[config.mk]
export PLATFORM = sky130hd
export DESIGN_NAME = uart_rx
export DESIGN_NICKNAME = d
export VERILOG_FILES = /design/src/rtl/uart_rx.sv
export SDC_FILE = /design/constraint.sdc
export NUM_CORES = 1
export LEC_CHECK = 0
export ABC_AREA = 1
export CAP_MARGIN = 20
export CORE_MARGIN = 4
export CORE_UTILIZATION = 45
export DETAILED_ROUTE_END_ITERATION = 10
export PLACE_DENSITY = 0.65
export SETUP_SLACK_MARGIN = 0.3
export SLEW_MARGIN = 20
export SYNTH_ARGS = -nofsm -noshare
export SYNTH_HDL_FRONTEND = slang
export SYNTH_SLANG_ARGS = --single-unit
export TNS_END_PERCENT = 30
[constraint.sdc]
create_clock -name clk_uart -period 2.03 [get_ports clk_uart]
set_input_delay 0.406 -clock clk_uart [delete_from_list [all_inputs] [get_ports clk_uart]]
set_output_delay 0.406 -clock clk_uart [all_outputs]
set_load 0.02 [all_outputs]
[src/rtl/uart_rx.sv]
// rtl/uart_rx.sv - UART receiver: oversampled start detect, 8N/E/O data, 1-4 stop bits
module uart_rx #(
  parameter int OVERSAMPLE = 16
) (
  input  logic       clk_uart,
  input  logic       rst,
  input  logic       rx,
  input  logic [1:0] parity_mode,
  input  logic [1:0] stop_bit,
  output logic [7:0] rx_data,
  output logic       rx_valid,
  output logic       rx_busy,
  output logic       parity_err,
  output logic       frame_err
);

  localparam int TW = $clog2(OVERSAMPLE);
  localparam logic [TW-1:0] TICK_LAST = TW'(OVERSAMPLE - 1);
  localparam logic [TW-1:0] TICK_HALF = TW'(OVERSAMPLE / 2 - 1);

  typedef enum logic [2:0] {
    S_IDLE,
    S_START,
    S_DATA,
    S_PARITY,
    S_STOP
  } state_t;

  state_t state_q, state_d;

  logic          rx_meta_q, rx_meta_d;
  logic          rx_s_q, rx_s_d;
  logic          rx_d_q, rx_d_d;
  logic [TW-1:0] tick_q, tick_d;
  logic [2:0]    bit_q, bit_d;
  logic [1:0]    pmode_q, pmode_d;
  logic [1:0]    nstop_q, nstop_d;
  logic [7:0]    data_sh_q, data_sh_d;
  logic          xor_q, xor_d;
  logic          perr_sh_q, perr_sh_d;
  logic          ferr_sh_q, ferr_sh_d;
  logic [7:0]    rx_data_q, rx_data_d;
  logic          rx_valid_q, rx_valid_d;
  logic          rx_busy_q, rx_busy_d;
  logic          parity_err_q, parity_err_d;
  logic          frame_err_q, frame_err_d;

  logic fall;
  logic tick_hit;
  logic par_en;
  logic par_exp;
  logic stop_done;

  assign fall      = rx_d_q & ~rx_s_q;
  // START samples at mid-bit; every other sample is a full bit period later
  assign tick_hit  = (state_q == S_START) ? (tick_q == TICK_HALF) : (tick_q == TICK_LAST);
  assign par_en    = (pmode_q == 2'd1) || (pmode_q == 2'd2);
  assign par_exp   = (pmode_q == 2'd2) ? ~xor_q : xor_q;
  assign stop_done = (state_q == S_STOP) && tick_hit && (bit_q == {1'b0, nstop_q});

  always_ff @(posedge clk_uart or negedge rst) begin
    if (!rst) begin
      state_q <= S_IDLE;
    end else begin
      state_q <= state_d;
    end
  end

  always_comb begin
    state_d = state_q;
    case (state_q)
      S_IDLE: begin
        if (fall) state_d = S_START;
      end
      S_START: begin
        if (tick_hit) state_d = rx_s_q ? S_IDLE : S_DATA;
      end
      S_DATA: begin
        if (tick_hit && (bit_q == 3'd7)) state_d = par_en ? S_PARITY : S_STOP;
      end
      S_PARITY: begin
        if (tick_hit) state_d = S_STOP;
      end
      S_STOP: begin
        if (stop_done) state_d = S_IDLE;
      end
      default: state_d = S_IDLE;
    endcase
  end

  always_comb begin
    rx_meta_d    = rx;
    rx_s_d       = rx_meta_q;
    rx_d_d       = rx_s_q;
    tick_d       = ((state_q == S_IDLE) || tick_hit) ? '0 : tick_q + TW'(1);
    bit_d        = bit_q;
    pmode_d      = pmode_q;
    nstop_d      = nstop_q;
    data_sh_d    = data_sh_q;
    xor_d        = xor_q;
    perr_sh_d    = perr_sh_q;
    ferr_sh_d    = ferr_sh_q;
    rx_data_d    = rx_data_q;
    rx_valid_d   = 1'b0;
    rx_busy_d    = rx_busy_q;
    parity_err_d = parity_err_q;
    frame_err_d  = frame_err_q;

    case (state_q)
      S_IDLE: begin
        if (fall) begin
          pmode_d   = parity_mode;
          nstop_d   = stop_bit;
          data_sh_d = '0;
          xor_d     = 1'b0;
          perr_sh_d = 1'b0;
          ferr_sh_d = 1'b0;
          bit_d     = '0;
          rx_busy_d = 1'b1;
        end
      end
      S_START: begin
        if (tick_hit && rx_s_q) rx_busy_d = 1'b0;
      end
      S_DATA: begin
        if (tick_hit) begin
          data_sh_d[bit_q] = rx_s_q;
          xor_d            = xor_q ^ rx_s_q;
          // wraps to 0 after bit 7, ready to count stop bits
          bit_d            = bit_q + 3'd1;
        end
      end
      S_PARITY: begin
        if (tick_hit) perr_sh_d = (rx_s_q != par_exp);
      end
      S_STOP: begin
        if (tick_hit) begin
          if (!rx_s_q) ferr_sh_d = 1'b1;
          bit_d = bit_q + 3'd1;
        end
        if (stop_done) begin
          bit_d        = '0;
          rx_data_d    = data_sh_q;
          parity_err_d = perr_sh_q;
          frame_err_d  = ferr_sh_q | ~rx_s_q;
          rx_valid_d   = 1'b1;
          rx_busy_d    = 1'b0;
        end
      end
      default: begin
        rx_busy_d = 1'b0;
      end
    endcase
  end

  always_ff @(posedge clk_uart or negedge rst) begin
    if (!rst) begin
      rx_meta_q    <= 1'b1;
      rx_s_q       <= 1'b1;
      rx_d_q       <= 1'b1;
      tick_q       <= '0;
      bit_q        <= '0;
      pmode_q      <= '0;
      nstop_q      <= '0;
      data_sh_q    <= '0;
      xor_q        <= 1'b0;
      perr_sh_q    <= 1'b0;
      ferr_sh_q    <= 1'b0;
      rx_data_q    <= '0;
      rx_valid_q   <= 1'b0;
      rx_busy_q    <= 1'b0;
      parity_err_q <= 1'b0;
      frame_err_q  <= 1'b0;
    end else begin
      rx_meta_q    <= rx_meta_d;
      rx_s_q       <= rx_s_d;
      rx_d_q       <= rx_d_d;
      tick_q       <= tick_d;
      bit_q        <= bit_d;
      pmode_q      <= pmode_d;
      nstop_q      <= nstop_d;
      data_sh_q    <= data_sh_d;
      xor_q        <= xor_d;
      perr_sh_q    <= perr_sh_d;
      ferr_sh_q    <= ferr_sh_d;
      rx_data_q    <= rx_data_d;
      rx_valid_q   <= rx_valid_d;
      rx_busy_q    <= rx_busy_d;
      parity_err_q <= parity_err_d;
      frame_err_q  <= frame_err_d;
    end
  end

  assign rx_data    = rx_data_q;
  assign rx_valid   = rx_valid_q;
  assign rx_busy    = rx_busy_q;
  assign parity_err = parity_err_q;
  assign frame_err  = frame_err_q;

endmodule

## Word level (Yosys, flattened, before mapping)

Index checks and enable logic that the tools add are counted.

- Flip-flop bits (word level): 40
- Latch bits: 0
- RAM bits: 0
- Bits in read-only memories: 0
- Input bits: 7
- Output and inout bits: 12
- Logic and storage cells: 103
- Memories kept: 0

- $add $sub $neg: 2
- $mul: 0
- Div/mod/pow operators: 0
- Order comparisons: 2
- Equality and inequality tests: 20
- Shifts and indexed selects: 0
- Muxes and demuxes: 35
- Bitwise logic cells: 6
- Reductions and logical operators: 21

Operators by type and width:

| cell | count |
|---|---|
| $mux 3 | 9 |
| $mux 8 | 2 |
| $ne 2x2->1 const B | 8 |
| $pmux 8 s2 | 1 |
| $pmux 3 s5 | 1 |
| $mux 1 | 13 |
| $pmux 3 s3 | 1 |
| $bwmux 8 | 1 |
| $reduce_and 4->1 | 2 |
| $eq 3x2->1 const B | 2 |
| $eq 3x3->1 const B | 2 |
| $pmux 1 s2 | 3 |
| $reduce_and 2->1 | 3 |
| $reduce_and 3->1 | 2 |
| $reduce_bool 2->1 | 3 |
| $logic_and 1x1->1 | 5 |
| $reduce_and 5->1 | 1 |
| $add 4x1->4 const B | 1 |
| $eq 4x3->1 const B | 1 |
| $eq 4x4->1 const B | 1 |
| $lt 3x4->1 const B | 1 |
| $mux 4 | 1 |
| $pmux 1 s4 | 1 |
| $add 3x1->3 const B | 1 |
| other kinds (17) | 20 |

## Depth between registers and ports, before layout

- Word-level depth: 7
- Gate-level depth with buffers: 10
- Gate-level depth less buffers: 9

## Least setup slack after synthesis

No wires, ideal clock.

- Path kind: flip-flop to flip-flop
- From: register rx_d_q
- To: register data_sh_q[1]
- Setup time: 0.120 ns
- Arrival: 1.402 ns
- Data required time: 1.910 ns
- Setup slack: 0.508 ns
- Cell stages (with the launch flop): 8
- Path buffers: 1
- Period minus slack after synthesis: 1.522 ns
- Path through: dfstp_2 inv_1 o211ai_2 and2_4 nand2_4 buf_6 o21ai_0 nand2_1

- Cells in the longest elaborated chain, start to end: 3

Ends and longest elaborated chain:

| element | RTL line | source |
|---|---|---|
| start, declared | 33 | `logic rx_d_q, rx_d_d;` |
| start signal, assigned | 177 | `rx_d_q <= rx_d_d;` |
| $and 1x1->1 | 54 | `assign fall = rx_d_q & ~rx_s_q;` |
| $ne 2x2->1 (no line) | - |  |
| $reduce_and 3->1 (no line) | - |  |
| end signal, assigned | 182 | `data_sh_q <= data_sh_d;` |
| end, declared | 38 | `logic [7:0] data_sh_q, data_sh_d;` |

Every way passes these cells.
A chain may end at the register's enable or synchronous reset.

## Worst setup path after layout

- From: register rx_busy_q (netlist: rx_busy)
- To: output rx_busy

RTL lines:

| element | RTL line | source |
|---|---|---|
| start, declared | 44 | `logic rx_busy_q, rx_busy_d;` |
| start signal, assigned | 188 | `rx_busy_q <= rx_busy_d;` |
| end, declared | 12 | `output logic rx_busy,` |

No word-level cell between the ends.

==> impl_metrics.env <==
export IMPL_worst_pin_slew_ps=493
export IMPL_post_route_period_util=0.823
export IMPL_final_hold_violation_count=0
export IMPL_p_per_area_mw_per_mm2=1170
export IMPL_reg2reg_depth=8
export IMPL_ir_worst_vdd_mv=0.640
export IMPL_slew_viol_final=0
export IMPL_final_nets=270
export IMPL_yosysSeqAreaShare=0.511
export IMPL_clock_path_buffers=2
export IMPL_grt_overflow=0
export IMPL_drc=0
export IMPL_firstDrtPassIters=4
export IMPL_netSwitchingFraction=0.379
export IMPL_synth_seq_cells=40
export IMPL_synthAdderAreaFrac=0.0254
export IMPL_cts_tree="done"
export IMPL_relSlewSlack=0.671
export IMPL_synth_simple_gate_area_frac=0.280
export IMPL_synth_area_per_cell_um2=8.44
export IMPL_start_util=0.478
export IMPL_clock_skew_ps=4.65
export IMPL_dieArea_mm2=0.00549
export IMPL_clkPwrFrac=0.257
export IMPL_synth_top_family_by_area="simple AND/OR/NAND/NOR gates"
export IMPL_worstSetupPathType="flip-flop to primary output"
export IMPL_synth_xor_area_share=0.0223
export IMPL_cts_made_buffers=5
export IMPL_hold_ws_ps=159
export IMPL_grt_max_degree=41
export IMPL_grt_pass1_wl_um=6960
export IMPL_critPathArrivalTime_ps=1270
export IMPL_dp_hpwl_um=2790
export IMPL_worstPathCellList="clkdlybuf4s50_1"
export IMPL_root_buffer="clkbuf_8"
export IMPL_most_common_layout_cells="nand2_1 (68), dfrtp_1 (36), inv_1 (24)"
export IMPL_clock_latency_ps=300
export IMPL_fill_cells=380
export IMPL_start_kind="flip-flop"
export IMPL_setup_tns_ps=0
export IMPL_synthesis_nets=244
export IMPL_status="finished, final reports clean"
export IMPL_utilization=0.576
export IMPL_finalWeightedCongestion=0.923
export IMPL_cp_num_cells=1
export IMPL_numClockSinks=40
export IMPL_cp_max_fo=2
export IMPL_rows=23
export IMPL_drive_above_1_share=0.158
export IMPL_cts_hold_buffers=0
export IMPL_grt_pass1_vias=1508
export IMPL_grt_antenna_before_repair=0
export IMPL_crit_required_ps=1620
export IMPL_sequentialPowerShare=0.383
export IMPL_finalPower_mw=2.79
export IMPL_die_width_um=74.1
export IMPL_endpoint_kind="primary output"
export IMPL_synthMuxAreaShare=0
export IMPL_pin_count=19
export IMPL_htree_levels=2
export IMPL_ant_nets=0
export IMPL_ys_types=30
export IMPL_setup_viol=0
export IMPL_grtUsageTotal=0.168
export IMPL_critical_path_max_stage_delay_ps=620
export IMPL_worst_path_max_delay_cell="clkdlybuf4s50_1"
export IMPL_synth_cells=233
export IMPL_p_sw_mw=1.05
export IMPL_final_common_cell="nand2_1"
export IMPL_fmax_mhz=598
export IMPL_routed_via_density=5.14
export IMPL_coreArea_mm2=0.00412
export IMPL_power_internal_mw=1.73
export IMPL_drv_cap=0
export IMPL_area_growth_pct=20.5
export IMPL_num_vias=1592
export IMPL_routed_wl_um=3950
export IMPL_fin_crit_ps=1670
export IMPL_antenna_cells=0
export IMPL_yosysWarningCount=0
export IMPL_die_h_um=74.1
export IMPL_total_leakage_power_nw=1.19
export IMPL_rsz0062_at_grt="yes"
export IMPL_numPortBuffers=18
export IMPL_worstHoldPathType="input pin to async pin"
export IMPL_clkTransAtPathRegs_ps=70
export IMPL_combPwrFrac=0.360
export IMPL_cp_top_family="buffers and inverters"
export IMPL_syn_area_mm2=0.00197
export IMPL_path_buf_inv=1
export IMPL_wl_per_cell_um=12.7
export IMPL_synth_compound_area_frac=0.0897
export IMPL_drt_iter0_markers=148
==> registers in the layout, indices dropped and copies added, names as in the netlist, 2 cells and up <==
name / flops
data_sh_q: 8
rx_data: 8
pmode_q: 2
nstop_q: 2
state_q: 3
bit_q: 3
tick_q: 4
==> stage by stage <==
step / area [um2] / setup slack (ps) / instances
2_1_floorplan: 1970 / 508 / 233
3_5_place_dp: 2200 / 328 / 301
6_report: 2370 / 359 / 310
5_1_grt: 2370 / 283 / 310
3_3_place_gp: 2200 / 277 / 301
4_1_cts: 2330 / 314 / 309
==> cells by family (layout without fill, tap and decap cells) <==
kind of cell,after synthesis,count (layout)
flip-flops,40,40
adder cells (fa/ha/maj),4,4
AO/OA/AOI/OAI,31,31
buffers and inverters,33,60
XOR/XNOR,5,5
AND/OR/NAND/NOR,120,120
==> cell usage after synthesis <==
| master | n | area (um2) |
|---|---|---|
| nor2_4 | 1 | 11.3 |
| nand4_1 | 5 | 31.3 |
| nand3_2 | 1 | 10.0 |
| nor3_1 | 6 | 30.0 |
| dfrtp_1 | 37 | 926 |
| nand2_1 | 68 | 255 |
| nand2_2 | 1 | 6.26 |
| xor2_1 | 3 | 26.3 |
| inv_1 | 27 | 101 |
| o31ai_1 | 1 | 7.51 |
| o211ai_2 | 1 | 12.5 |
| nand3_1 | 12 | 60.1 |
| o21ai_1 | 3 | 15.0 |
| buf_2 | 2 | 10.0 |
| dfstp_2 | 3 | 78.8 |
| o21ai_0 | 16 | 80.1 |
| o22ai_1 | 1 | 6.26 |
| nor2_1 | 20 | 75.1 |
| ha_1 | 4 | 50.1 |
| a21oi_1 | 7 | 35.0 |
| nor2_2 | 1 | 6.26 |
| and2_4 | 1 | 8.76 |
| nand2_4 | 2 | 22.5 |
| nor3_4 | 1 | 16.3 |
| o21bai_2 | 1 | 11.3 |
| o21ai_2 | 1 | 8.76 |
| buf_6 | 2 | 22.5 |
| nand3_4 | 1 | 17.5 |
| inv_2 | 2 | 7.51 |
| xnor2_1 | 2 | 17.5 |
==> power by group through the flow <==
stage	sequential, mW	combinational, mW	clock, mW
floorplan	1.05	0.738	0
detailed placement	1.07	0.946	0
CTS	1.05	0.950	0.730
finish	1.07	1.00	0.717
global placement	1.06	0.954	0
global route	1.08	1.14	0.769
==> worst paths after layout <==
| path | start | to | slack, ps |
|---|---|---|---|
| setup / recovery | rx_busy$_DFFE_PN0P_ | rx_busy | 360 |
| hold / removal | rst | tick_q[2]$_DFF_PN0_ | 160 |
| setup reg to reg | state_q[2]$_DFFE_PN0P_ | bit_q[2]$_DFFE_PN0P_ | 410 |
| hold reg to reg | rx_meta_q$_DFF_PN1_ | rx_d_d$_DFF_PN1_ | 360 |
| max in group asynchronous | rst | state_q[1]$_DFFE_PN0P_ | 1510 |
| min in group clk_uart | rx_meta_q$_DFF_PN1_ | rx_d_d$_DFF_PN1_ | 360 |
==> cell type report <==
cell class	instances	area [um2]	area share
flip-flops and latches	40	1010	0.424
multi-input cells	160	855	0.360
repair buffers	23	213	0.0897
inverters	29	109	0.0459
clock buffers	7	96.3	0.0406
well taps	50	62.6	0.0264
clock inverters	1	30.0	0.0127
==> timing repair <==
action,CTS,global route
endpoints found under the setup margin,0,22
gates resized for setup,0,13
buffers inserted,0,1
==> per-layer routing <==
metal,up-vias,wire length (um),track usage
met3,5,197,0.0446
met1,752,1820,0.223
met2,40,1870,0.261
li1,795,-,-
met5,-,0,0
met4,0,59,0.0664
Note: power is estimated with default switching activity, not from simulation.
